## src/rtl/pc_pkg.sv

```systemverilog
// Shared types and default sizing for the program-counter sequencer.
package pc_pkg;

  typedef enum logic [1:0] {
    PC_INC  = 2'b00,
    PC_JUMP = 2'b01,
    PC_CALL = 2'b10,
    PC_RET  = 2'b11
  } next_sel_t;

  localparam int PC_ADDR_W    = 8;
  localparam int PC_RAS_DEPTH = 4;

endpackage

```

## src/rtl/pc_ras.sv

```systemverilog
// Circular return-address stack. When the stack is full, a push overwrites the oldest entry.
// A pop on an empty stack changes nothing except setting the sticky underflow flag.
module pc_ras #(
  parameter int W     = 8,
  parameter int DEPTH = 4
) (
  input  logic         clk,
  input  logic         rst_n,
  input  logic         push,
  input  logic         pop,
  input  logic [W-1:0] data_in,
  output logic [W-1:0] top,
  output logic         empty,
  output logic         full,
  output logic         ovf,
  output logic         unf
);

  localparam int SP_W  = $clog2(DEPTH);
  localparam int CNT_W = SP_W + 1;

  logic [W-1:0]     r_mem [DEPTH];
  logic [SP_W-1:0]  r_sp;
  logic [CNT_W-1:0] r_cnt;
  logic             r_ovf;
  logic             r_unf;

  logic [SP_W-1:0]  w_top_idx;
  logic             w_empty;
  logic             w_full;

  assign w_empty   = (r_cnt == '0);
  assign w_full    = (r_cnt == CNT_W'(DEPTH));
  // r_sp always points at the next free slot. When the stack is full, that slot holds the oldest entry.
  assign w_top_idx = r_sp - 1'b1;

  always_ff @(posedge clk or negedge rst_n) begin
    if (!rst_n) begin
      for (int i = 0; i < DEPTH; i++) r_mem[i] <= '0;
      r_sp  <= '0;
      r_cnt <= '0;
      r_ovf <= 1'b0;
      r_unf <= 1'b0;
    end else if (push) begin
      r_mem[r_sp] <= data_in;
      r_sp        <= r_sp + 1'b1;
      if (w_full) r_ovf <= 1'b1;
      else        r_cnt <= r_cnt + 1'b1;
    end else if (pop) begin
      if (w_empty) begin
        r_unf <= 1'b1;
      end else begin
        r_sp  <= r_sp - 1'b1;
        r_cnt <= r_cnt - 1'b1;
      end
    end
  end

  assign top   = r_mem[w_top_idx];
  assign empty = w_empty;
  assign full  = w_full;
  assign ovf   = r_ovf;
  assign unf   = r_unf;

endmodule

```

## src/rtl/pc_seq.sv

```systemverilog
// Fetch-stage PC sequencer: stall hold, and INC/JUMP/CALL/RET next-PC selection.
// The return-address stack is built only when PC_RAS_EN is defined.
module pc_seq
  import pc_pkg::*;
#(
  parameter int               ADDR_W    = PC_ADDR_W,
  parameter logic [ADDR_W-1:0] RESET_VEC = '0,
  parameter int               RAS_DEPTH = PC_RAS_DEPTH
) (
  input  logic              CLK,
  input  logic              areset_n,
  input  logic              stall,
  input  logic [1:0]        next_sel,
  input  logic [ADDR_W-1:0] target,
  output logic [ADDR_W-1:0] addr_out,
  output logic              ras_empty,
  output logic              ras_full,
  output logic              ras_ovf,
  output logic              ras_unf
);

  if (ADDR_W < 2) begin : g_bad_addr_w
    $error("pc_seq: ADDR_W must be at least 2");
  end
  if (RAS_DEPTH < 2 || (RAS_DEPTH & (RAS_DEPTH - 1)) != 0) begin : g_bad_depth
    $error("pc_seq: RAS_DEPTH must be a power of two, at least 2");
  end

  next_sel_t         w_sel;
  logic [ADDR_W-1:0] r_pc;
  logic [ADDR_W-1:0] w_pc_inc;
  logic [ADDR_W-1:0] w_pc_next;

  assign w_sel    = next_sel_t'(next_sel);
  assign w_pc_inc = r_pc + 1'b1;

`ifdef PC_RAS_EN
  logic              w_push;
  logic              w_pop;
  logic [ADDR_W-1:0] w_ras_top;

  // Stack updates are gated by stall, so a stalled cycle changes neither the PC nor the stack.
  assign w_push = !stall && (w_sel == PC_CALL);
  assign w_pop  = !stall && (w_sel == PC_RET);

  pc_ras #(
    .W     (ADDR_W),
    .DEPTH (RAS_DEPTH)
  ) u_ras (
    .clk     (CLK),
    .rst_n   (areset_n),
    .push    (w_push),
    .pop     (w_pop),
    .data_in (w_pc_inc),
    .top     (w_ras_top),
    .empty   (ras_empty),
    .full    (ras_full),
    .ovf     (ras_ovf),
    .unf     (ras_unf)
  );

  always_comb begin
    w_pc_next = w_pc_inc;
    case (w_sel)
      PC_JUMP: w_pc_next = target;
      PC_CALL: w_pc_next = target;
      PC_RET:  w_pc_next = ras_empty ? w_pc_inc : w_ras_top;
      default: w_pc_next = w_pc_inc;
    endcase
  end
`else
  assign ras_empty = 1'b1;
  assign ras_full  = 1'b0;
  assign ras_ovf   = 1'b0;
  assign ras_unf   = 1'b0;

  always_comb begin
    w_pc_next = w_pc_inc;
    case (w_sel)
      PC_JUMP: w_pc_next = target;
      PC_CALL: w_pc_next = target;
      default: w_pc_next = w_pc_inc;
    endcase
  end
`endif

  always_ff @(posedge CLK or negedge areset_n) begin
    if (!areset_n)   r_pc <= RESET_VEC;
    else if (!stall) r_pc <= w_pc_next;
  end

  assign addr_out = r_pc;

endmodule

```

## config.mk

```make
export PLATFORM = sky130hd
export DESIGN_NAME = pc_seq
export DESIGN_NICKNAME = d
export VERILOG_FILES = /design/src/rtl/pc_pkg.sv /design/src/rtl/pc_ras.sv /design/src/rtl/pc_seq.sv
export SDC_FILE = /design/constraint.sdc
export NUM_CORES = 1
export LEC_CHECK = 0
export CAP_MARGIN = 20
export CORE_MARGIN = 4
export CORE_UTILIZATION = 40
export CTS_CLUSTER_SIZE = 30
export DETAILED_ROUTE_END_ITERATION = 6
export GPL_TIMING_DRIVEN = 0
export HOLD_SLACK_MARGIN = 0.02
export PLACE_DENSITY = 0.73
export SYNTH_ARGS = -nofsm -noshare
export SYNTH_HDL_FRONTEND = slang
export SYNTH_SLANG_ARGS = --single-unit
```

## constraint.sdc

```tcl
create_clock -name CLK -period 1.7 [get_ports CLK]
set_input_delay 0.17 -clock CLK [delete_from_list [all_inputs] [get_ports CLK]]
set_output_delay 0.17 -clock CLK [all_outputs]
set_load 0.05 [all_outputs]
```

==> flow_summary_export.csv, run 1 <==
group,metric,value,unit
critical_path,crit_arrival,1460,ps
routing,ant_nets,0,
critical_path,crit_family,"buffers and inverters",
cts,root_buffer,"clkbuf_4",
floorplanning,fp.dieH,45.98,um
grt,antenna_found_initial,0,
cts,clk_latency,260,ps
place,portBuffers,20,
grt,grt_max_degree,11,
timing,min_period,1633,ps
timing,slew-limit-headroom,62.40,%
run_status,status,"finished clean",
critical_path,worstPathBufferInverterCount,1,
synthesis,synth_area_leader_cell,"dfrtp_1",
synthesis,syn_avg_cell_area,9.156,um^2
grt,gr-total-overflow,0,
cts,clk_pin_slew_worst_paths,60,ps
synthesis,ys_ff_latch,8,
place,dp.cells,100,
timing,skew,3.292,ps
synthesis,yosysSeqAreaShare,34.71,%
floorplanning,core_area,1334,um^2
finish,largest_reg_flops,8,
synthesis,async_flop_share,100.0,%
finish,fin_area,820.8,um^2
timing,setup_violations,0,
cts,cts_buffers,3,
pwr,p_leak,0.3666,nW
routing,drtIter0Drc,10,
synthesis,synth_cells,63,
critical_path,critPathCaptureType,"output port",
routing,drt_pass1_iterations,4,
grt,grt_usage,16.69,%
critical_path,critPathRequiredTime,1530,ps
floorplanning,initial_core_util,43.25,%
timing,fmax,0.6124,GHz
synthesis,yosysWarnings,0,
critical_path,startpoint,"addr_out[7]$_DFFE_PN0N_",
synthesis,synth.area.top_cells,"dfrtp_1 (35%), buf_4 (6.5%), nand3_1 (3.5%)",
pwr,ir_drop,0.0005098,V
critical_path,path_max_fanout,4,
cts,htreeDepth,1,
timing,hold_slack,204.3,ps
timing,worstMarginPinSlew,562.2,ps
place,placed_cell_area,803.3,um^2
synthesis,ys_types,32,
grt,grt_first_pass_wirelength,2.477,mm
floorplanning,die_area,2114,um^2
routing,drc,0,
cts,cts_tree,"done",
flow_run,cap_violations,0,
critical_path,critical_path.cell_chain,"clkdlybuf4s50_1",
timing,drv_slew,0,
grt,grt_pass1_vias,571,
finish,diodes,0,
critical_path,reg2reg_from,"addr_out[0]$_DFFE_PN0N_",
floorplanning,rows,13,
critical_path,start_kind,"register",
finish,nets,104,
place,place_worst_setup_slack,-21.72,ps
synthesis,syn_area,576.8,um^2
timing,finalHoldViolCount,0,
place,gp_congestion,0.7322,
synthesis,synth_top_flop_cell,"dfrtp_1",
routing,num_vias,570,
finish,finalNonFillerCells,103,
critical_path,crit_slowest_cell,"clkdlybuf4s50_1",
finish,areaGrowthSynthToFinish,42.30,%
timing,fin_crit_sh,96.06,%
synthesis,synth-edff-count,0,
pwr,power.density,1106,nW/um^2
finish,finish.utilization,61.54,%
synthesis,yosys.area.top_type_share,34.71,%
cts,clockBufferDepth,2,
routing,drt-total-wl,1.492,mm
floorplanning,fp.dieW,45.98,um
routing,wl_per_cell,14.49,um
critical_path,cpPeakStageDelay,820,ps
floorplanning,io_pins,25,
routing,via_per_inst,5.534,
cts,post_cts_buffers,0,
critical_path,crit_type,"register to output port",
place,hpwl,1.127,mm
timing,setup_ws,66.96,ps
cts,clock_sink_count,8,
finish,drive_above_1_share,14.77,%
timing,rsz0062_at_grt,"no",
hold_path,hp-class,"input port to asynchronous set/reset pin",
-- cells in the final DEF (no fill, tap or decap), types with 2 or more instances in the layout --
cell,instances
a211o_1,2
a21oi_1,3
buf_4,5
clkbuf_4,3
clkdlybuf4s50_1,13
conb_1,4
dfrtp_1,8
dlygate4sd2_1,6
inv_1,2
nand2_1,4
nand3_1,4
nand4_1,3
nor2_1,3
nor3_1,2
o211ai_1,2
o21ai_0,2
o22a_1,2
or4b_1,2
-- logic make-up (layout without fill, tap and decap cells) --
kind of cell	Yosys count	count (layout)	synth area share (%)
other cells	2	4	1.302
fa+ha+maj	1	1	2.169
simple gates	23	23	23.43
flops	8	8	34.71
xor+xnor	2	2	3.037
mux	4	4	8.242
buf+inv	9	32	9.327
compound gates	14	14	17.79
-- worst paths after layout --
check / slack (ps) / endpoint / cells past startpoint
setup / recovery: 70 / addr_out[7] / 1
hold / removal: 200 / addr_out[6]$_DFFE_PN0N_ / 1
setup reg to reg: 200 / addr_out[6]$_DFFE_PN0N_ / 4
hold reg to reg: 580 / addr_out[7]$_DFFE_PN0N_ / 2
max in group asynchronous: 1210 / addr_out[1]$_DFFE_PN0N_ / 1
min in group CLK: 520 / addr_out[7]$_DFFE_PN0N_ / 3
-- report_power, final --
| group | total (W) | internal (W) | switching, W |
|---|---|---|---|
| clock | 0.000150 | 0.0000811 | 0.0000689 |
| combinational | 0.000446 | 0.000161 | 0.000285 |
| sequential | 0.000313 | 0.000236 | 0.0000768 |
| total | 0.000908 | 0.000478 | 0.000431 |
-- synth_stat cells, types with 2 or more instances --
cell      number
dfrtp_1        8
buf_4          5
nand2_1        4
nand3_1        4
a21oi_1        3
nand4_1        3
nor2_1         3
a211o_1        2
conb_1         2
inv_1          2
nor3_1         2
o211ai_1       2
o21ai_0        2
o22a_1         2
or4b_1         2
-- timing repair --
| item | in CTS | in global routing |
|---|---|---|
| gates resized for setup | 6 | 1 |
| endpoints found under the hold margin | 0 | 0 |
| hold buffers | 0 | 0 |
| gates cloned | 0 | 0 |
| pin swaps | 0 | 0 |
| endpoints found under the setup margin | 6 | 1 |
-- through the flow --
step,power [W],TNS (ps)
2_1_floorplan,0.0006172,0
3_3_place_gp,0.0007731,-46.12
3_5_place_dp,0.0007861,-37.25
4_1_cts,0.0009153,0
5_1_grt,0.0009628,0
6_report,0.0009081,0
-- layer usage --
layer	global-route usage [%]	share of wire, %
met2	25.27	48
met1	20.81	42
met4	11.36	2.4
met5	0	0
met3	3.557	8.0
-- cell type report --
class | instances | area, um^2
flip-flops and latches | 8 | 200.2
multi-input cells | 48 | 330.3
repair buffers | 20 | 195.2
well taps | 15 | 18.77
clock buffers | 3 | 22.52
plain buffers | 7 | 46.29
fillers | 136 | 513.0
inverters | 2 | 7.507
Note: power is estimated with default switching activity, not from simulation.
==> run 2, diff against run 1 <==
CELL_PAD_IN_SITES_DETAIL_PLACEMENT = 1   (was not set)
CELL_PAD_IN_SITES_GLOBAL_PLACEMENT = 2   (was not set)
CORE_ASPECT_RATIO = 1.4   (was not set)
CORE_UTILIZATION = 22   (was 40)
PLACE_DENSITY = 0.71   (was 0.73)
==> flow_summary_export.csv, run 2 (synthesis results as in run 1) <==
group,metric,value,unit
run_status,status,"finished clean",
pwr,ir_drop,0.0004246,V
timing,skew,2.838,ps
routing,drt-total-wl,1.595,mm
pwr,p_leak,0.3818,nW
critical_path,r2r-end,"addr_out[6]$_DFFE_PN0N_",
timing,fin_crit_sh,89.17,%
routing,ant_nets,0,
routing,drt_pass1_iterations,4,
floorplanning,fp.dieW,51.28,um
critical_path,start_kind,"register",
timing,slew-limit-headroom,59.09,%
timing,fmax,0.6597,GHz
finish,drive_above_1_share,14.77,%
finish,multi_input_area,330.3,um^2
finish,nets,104,
grt,antenna_found_initial,0,
cts,cts_tree,"done",
critical_path,crit_arrival,1700,ps
grt,grt_max_degree,11,
cts,htreeDepth,1,
cts,cts_buffers,3,
cts,clock_sink_count,8,
finish,largest_reg_flops,8,
timing,setup_violations,0,
hold_path,hp-class,"input port to asynchronous set/reset pin",
routing,drc,0,
finish,layout_common_cells,"clkdlybuf4s50_1 (12), dfrtp_1 (8), buf_4 (5), dlygate4sd2_1 (5)",
cts,post_cts_buffers,0,
cts,clk_latency,250,ps
timing,drv_slew,0,
floorplanning,initial_core_util,23.60,%
critical_path,path_max_fanout,7,
flow_run,cap_violations,0,
finish,regArea,200.2,um^2
timing,finalHoldViolCount,0,
routing,wl_per_cell,13.07,um
timing,worstMarginPinSlew,611.6,ps
timing,fin_tns_setup,0,ps
place,portBuffers,20,
floorplanning,die_area,3517,um^2
place,gp_congestion,0.6646,
floorplanning,core_area,2444,um^2
critical_path,critPathRequiredTime,1890,ps
timing,min_period,1516,ps
finish,fillers,305,
grt,grt_usage,10.57,%
finish,finish.utilization,34.82,%
finish,areaGrowthSynthToFinish,47.51,%
place,hpwl,1.230,mm
critical_path,r2r_setup_slack,180,ps
cts,root_buffer,"clkbuf_4",
critical_path,rr_worst_depth,4,
finish,final_common_cell,"clkdlybuf4s50_1",
routing,drtIter0Drc,3,
pwr,power.density,1060,nW/um^2
grt,gr-total-overflow,0,
critical_path,critPathCaptureType,"register",
routing,via_per_inst,4.598,
floorplanning,fp.dieH,68.59,um
place,place_worst_setup_slack,-48.94,ps
finish,diodes,0,
grt,grt_first_pass_wirelength,2.815,mm
timing,hold_slack,204.8,ps
floorplanning,rows,21,
timing,setup_ws,184.2,ps
cts,clockBufferDepth,2,
routing,num_vias,561,
cts,clk_pin_slew_worst_paths,50,ps
critical_path,crit_type,"register to register",
timing,rsz0062_at_grt,"no",
floorplanning,io_pins,25,
grt,grt_pass1_vias,626,
critical_path,reg2reg_from,"addr_out[0]$_DFFE_PN0N_",
==> run 2: changes by cell type in the layout (fill, tap and decap cells not counted), sizes merged <==
cell,change
dlymetal6s2s,+2
dlygate4sd2,-1
clkdlybuf4s50,-1
==> run 2: metal layers <==
layer / up-vias / global-route usage (%) / routed length [um]
li1: 275 / - / -
met1: 271 / 12.32 / 702
met2: 15 / 18.87 / 818
met3: 0 / 3.011 / 74
met4: 0 / 2.951 / 0
met5: - / 0 / 0
==> run 2: where the power goes <==
part / switching, W / internal, W / total, W
Clock: 0.0000637 / 0.0000807 / 0.000144
Sequential: 0.0000721 / 0.000236 / 0.000308
Combinational: 0.000286 / 0.000163 / 0.000449
Total: 0.000422 / 0.000480 / 0.000902
==> run 2: area by class of cell <==
cell class                      instances  share of cell area [%]
Buffer                                  7                   5.441
Inverter                                2                  0.8824
Timing Repair Buffer                   20                   23.68
Tap cell                               34                   5.000
Sequential cell                         8                   23.53
Clock buffer                            3                   2.647
Multi-Input combinational cell         48                   38.82
==> run 2: worst max path at each step <==
stage | startpoint | to | slack, ps | cells past startpoint
2_1_floorplan | addr_out[0]$_DFFE_PN0N_ | addr_out[6]$_DFFE_PN0N_ | 5 | 4
3_3_place_gp | next_sel[0] | addr_out[5]$_DFFE_PN0N_ | -30 | 4
3_5_place_dp | next_sel[0] | addr_out[5]$_DFFE_PN0N_ | -50 | 4
4_1_cts | addr_out[4]$_DFFE_PN0N_ | addr_out[4] | 10 | 1
5_1_grt | addr_out[0]$_DFFE_PN0N_ | addr_out[6]$_DFFE_PN0N_ | 60 | 4
6_report | addr_out[0]$_DFFE_PN0N_ | addr_out[6]$_DFFE_PN0N_ | 180 | 4
==> run 2: what timing repair did <==
| action | in CTS | in global routing |
|---|---|---|
| endpoints found under the setup margin | 5 | 3 |
| gates resized for setup | 5 | 3 |
| hold buffers | 0 | 0 |
| cloned | 0 | 0 |
==> run 2: critical path: stages, from the launching register on <==
cell and delay, ps:
dfrtp_1 460, ha_1 270, inv_1 100, or4b_1 530, nand3_1 90
==> run 2: stage by stage <==
| step | cells | total power (W) | cell area [um^2] |
|---|---|---|---|
| floorplan | 65 | 0.0006172 | 584.3 |
| global placement | 119 | 0.0007821 | 827.0 |
| detailed placement | 119 | 0.0007887 | 827.0 |
| CTS | 122 | 0.0009200 | 843.3 |
| global route | 122 | 0.0009738 | 850.8 |
| finish | 122 | 0.0009020 | 850.8 |
==> run 3, diff against run 2 <==
CORE_MARGIN = not set   (was 4)
CORE_UTILIZATION = 24   (was 22)
PLACE_DENSITY = 0.76   (was 0.71)
clock period = 1.95 ns   (was 1.7 ns; I/O delays follow)
==> flow_summary_export.csv, run 3 (synthesis results as in run 1) <==
group,metric,value,unit
run_status,status,"finished with violations",
run_status,violations,"design-rule violations",
critical_path,critical_path.cell_chain,"clkdlybuf4s50_1",
finish,finalNonFillerCells,110,
timing,fin_crit_sh,93.58,%
cts,clk_latency,250,ps
finish,areaGrowthSynthToFinish,44.69,%
pwr,ir_drop,0.0004537,V
grt,grt_usage,13.70,%
finish,nets,104,
critical_path,crit_type,"register to output port",
finish,fin_area,834.6,um^2
hold_path,hp-class,"input port to asynchronous set/reset pin",
finish,drive_above_1_share,14.77,%
cts,cts_buffers,3,
critical_path,critPathCaptureType,"output port",
place,portBuffers,20,
pwr,internal_power,0.0004378,W
timing,skew,1.574,ps
pwr,p_seq_share,33.5,%
place,gp_congestion,0.7078,
grt,grt_max_degree,11,
routing,drc,4,
timing,fmax,0.5480,GHz
floorplanning,die_area,2606,um^2
critical_path,worstPathBufferInverterCount,1,
floorplanning,fp.dieW,43.43,um
cts,post_cts_buffers,0,
floorplanning,rows,20,
critical_path,worstSetupPathDepth,1,
pwr,p_leak,0.3508,nW
cts,clk_pin_slew_worst_paths,60,ps
floorplanning,core_area,2227,um^2
timing,worstMarginPinSlew,642.0,ps
grt,grt_first_pass_wirelength,2.628,mm
finish,fillers,265,
pwr,swShare,46.39,%
place,dp.cells,107,
routing,drt-total-wl,1.540,mm
floorplanning,initial_core_util,25.90,%
finish,regArea,200.2,um^2
routing,via_per_inst,5.055,
finish,largest_reg_flops,8,
finish,layout_common_cells,"clkdlybuf4s50_1 (20), dfrtp_1 (8), buf_4 (5)",
grt,gr-total-overflow,0,
pwr,power.switching,0.0003788,W
finish,multi_input_area,330.3,um^2
place,placed_cell_area,812.0,um^2
timing,setup_violations,0,
critical_path,crit_family,"buffers and inverters",
critical_path,reg2reg_from,"addr_out[0]$_DFFE_PN0N_",
timing,slew-limit-headroom,57.06,%
critical_path,start_kind,"register",
critical_path,startpoint,"addr_out[2]$_DFFE_PN0N_",
floorplanning,io_pins,25,
place,hpwl,1.098,mm
finish,final_common_cell,"clkdlybuf4s50_1",
pwr,power.density,978.5,nW/um^2
finish,diodes,0,
routing,num_vias,556,
timing,fin_tns_setup,0,ps
critical_path,rr_worst_depth,4,
grt,grt_pass1_vias,583,
cts,clockBufferDepth,2,
cts,ctsHoldBuffers,0,
timing,drv_slew,0,
cts,cts_tree,"done",
timing,min_period,1825,ps
timing,finalHoldViolCount,0,
timing,rsz0062_at_grt,"no",
routing,ant_nets,0,
routing,drt_pass1_iterations,6,
pwr,p_clk_share,16.2,%
cts,clock_sink_count,8,
flow_run,cap_violations,0,
critical_path,crit_end,"addr_out[2]",
critical_path,crit_slowest_cell,"clkdlybuf4s50_1",
routing,wl_per_cell,14.00,um
critical_path,path_max_fanout,8,
floorplanning,fp.dieH,60.01,um
critical_path,critPathRequiredTime,1750,ps
cts,root_buffer,"clkbuf_4",
cts,htreeDepth,1,
pwr,power_frac_comb,50.3,%
routing,drtIter0Drc,11,
critical_path,crit_arrival,1630,ps
cts,ctsResizeCount,0,
critical_path,cpPeakStageDelay,870,ps
grt,antenna_found_initial,0,
critical_path,r2r-end,"addr_out[6]$_DFFE_PN0N_",
critical_path,r2r_setup_slack,460,ps
-- run 3: cell count changes in the layout (fill, tap and decap cells not counted) --
| cell | delta |
|---|---|
| clkdlybuf4s50_1 | +8 |
| dlygate4sd2_1 | -5 |
| dlymetal6s2s_1 | -3 |
-- run 3: per-layer routing --
metal  track usage, %  share of wire (%)  vias up
met5                0                  0        -
met3            2.115                4.4        2
met4            6.696               0.91        0
met2            22.51                 49       18
li1                 -                  -      274
met1            17.35                 45      262
-- run 3: area by class of cell --
class | count | share of cell area [%]
multi-input cells | 48 | 39.58
repair buffers | 20 | 23.99
flip-flops and latches | 8 | 23.99
clock buffers | 3 | 2.699
well taps | 22 | 3.298
inverters | 2 | 0.8996
plain buffers | 7 | 5.547
-- run 3: how the worst min path moves through the flow --
stage	cells past startpoint	endpoint	slack (ps)	start
after floorplan	0	addr_out[0]$_DFFE_PN0N_	-100	areset_n
after global placement	1	addr_out[7]$_DFFE_PN0N_	520	areset_n
after detailed placement	1	addr_out[7]$_DFFE_PN0N_	520	areset_n
after CTS	1	addr_out[7]$_DFFE_PN0N_	240	areset_n
after global routing	1	addr_out[0]$_DFFE_PN0N_	260	areset_n
final	1	addr_out[7]$_DFFE_PN0N_	230	areset_n
-- run 3: through the flow --
step	hold slack (ps)	utilization, %	setup WS (ps)	total power, W
6_report	230.1	37.47	125.2	0.0008166
5_1_grt	259.3	37.47	79.64	0.0008632
4_1_cts	239.8	37.47	113.2	0.0008237
3_5_place_dp	517.0	36.46	180.1	0.0006857
3_3_place_gp	516.7	36.46	201.5	0.0006822
2_1_floorplan	-100.6	-	254.9	0.0005381
-- run 3: power groups by stage --
stage	clock network [W]	registers, W	logic [W]
after floorplan	0	0.000400	0.000138
after global placement	0	0.000273	0.000409
after detailed placement	0	0.000273	0.000412
after CTS	0.000136	0.000274	0.000414
after global routing	0.000140	0.000282	0.000440
final	0.000132	0.000273	0.000411
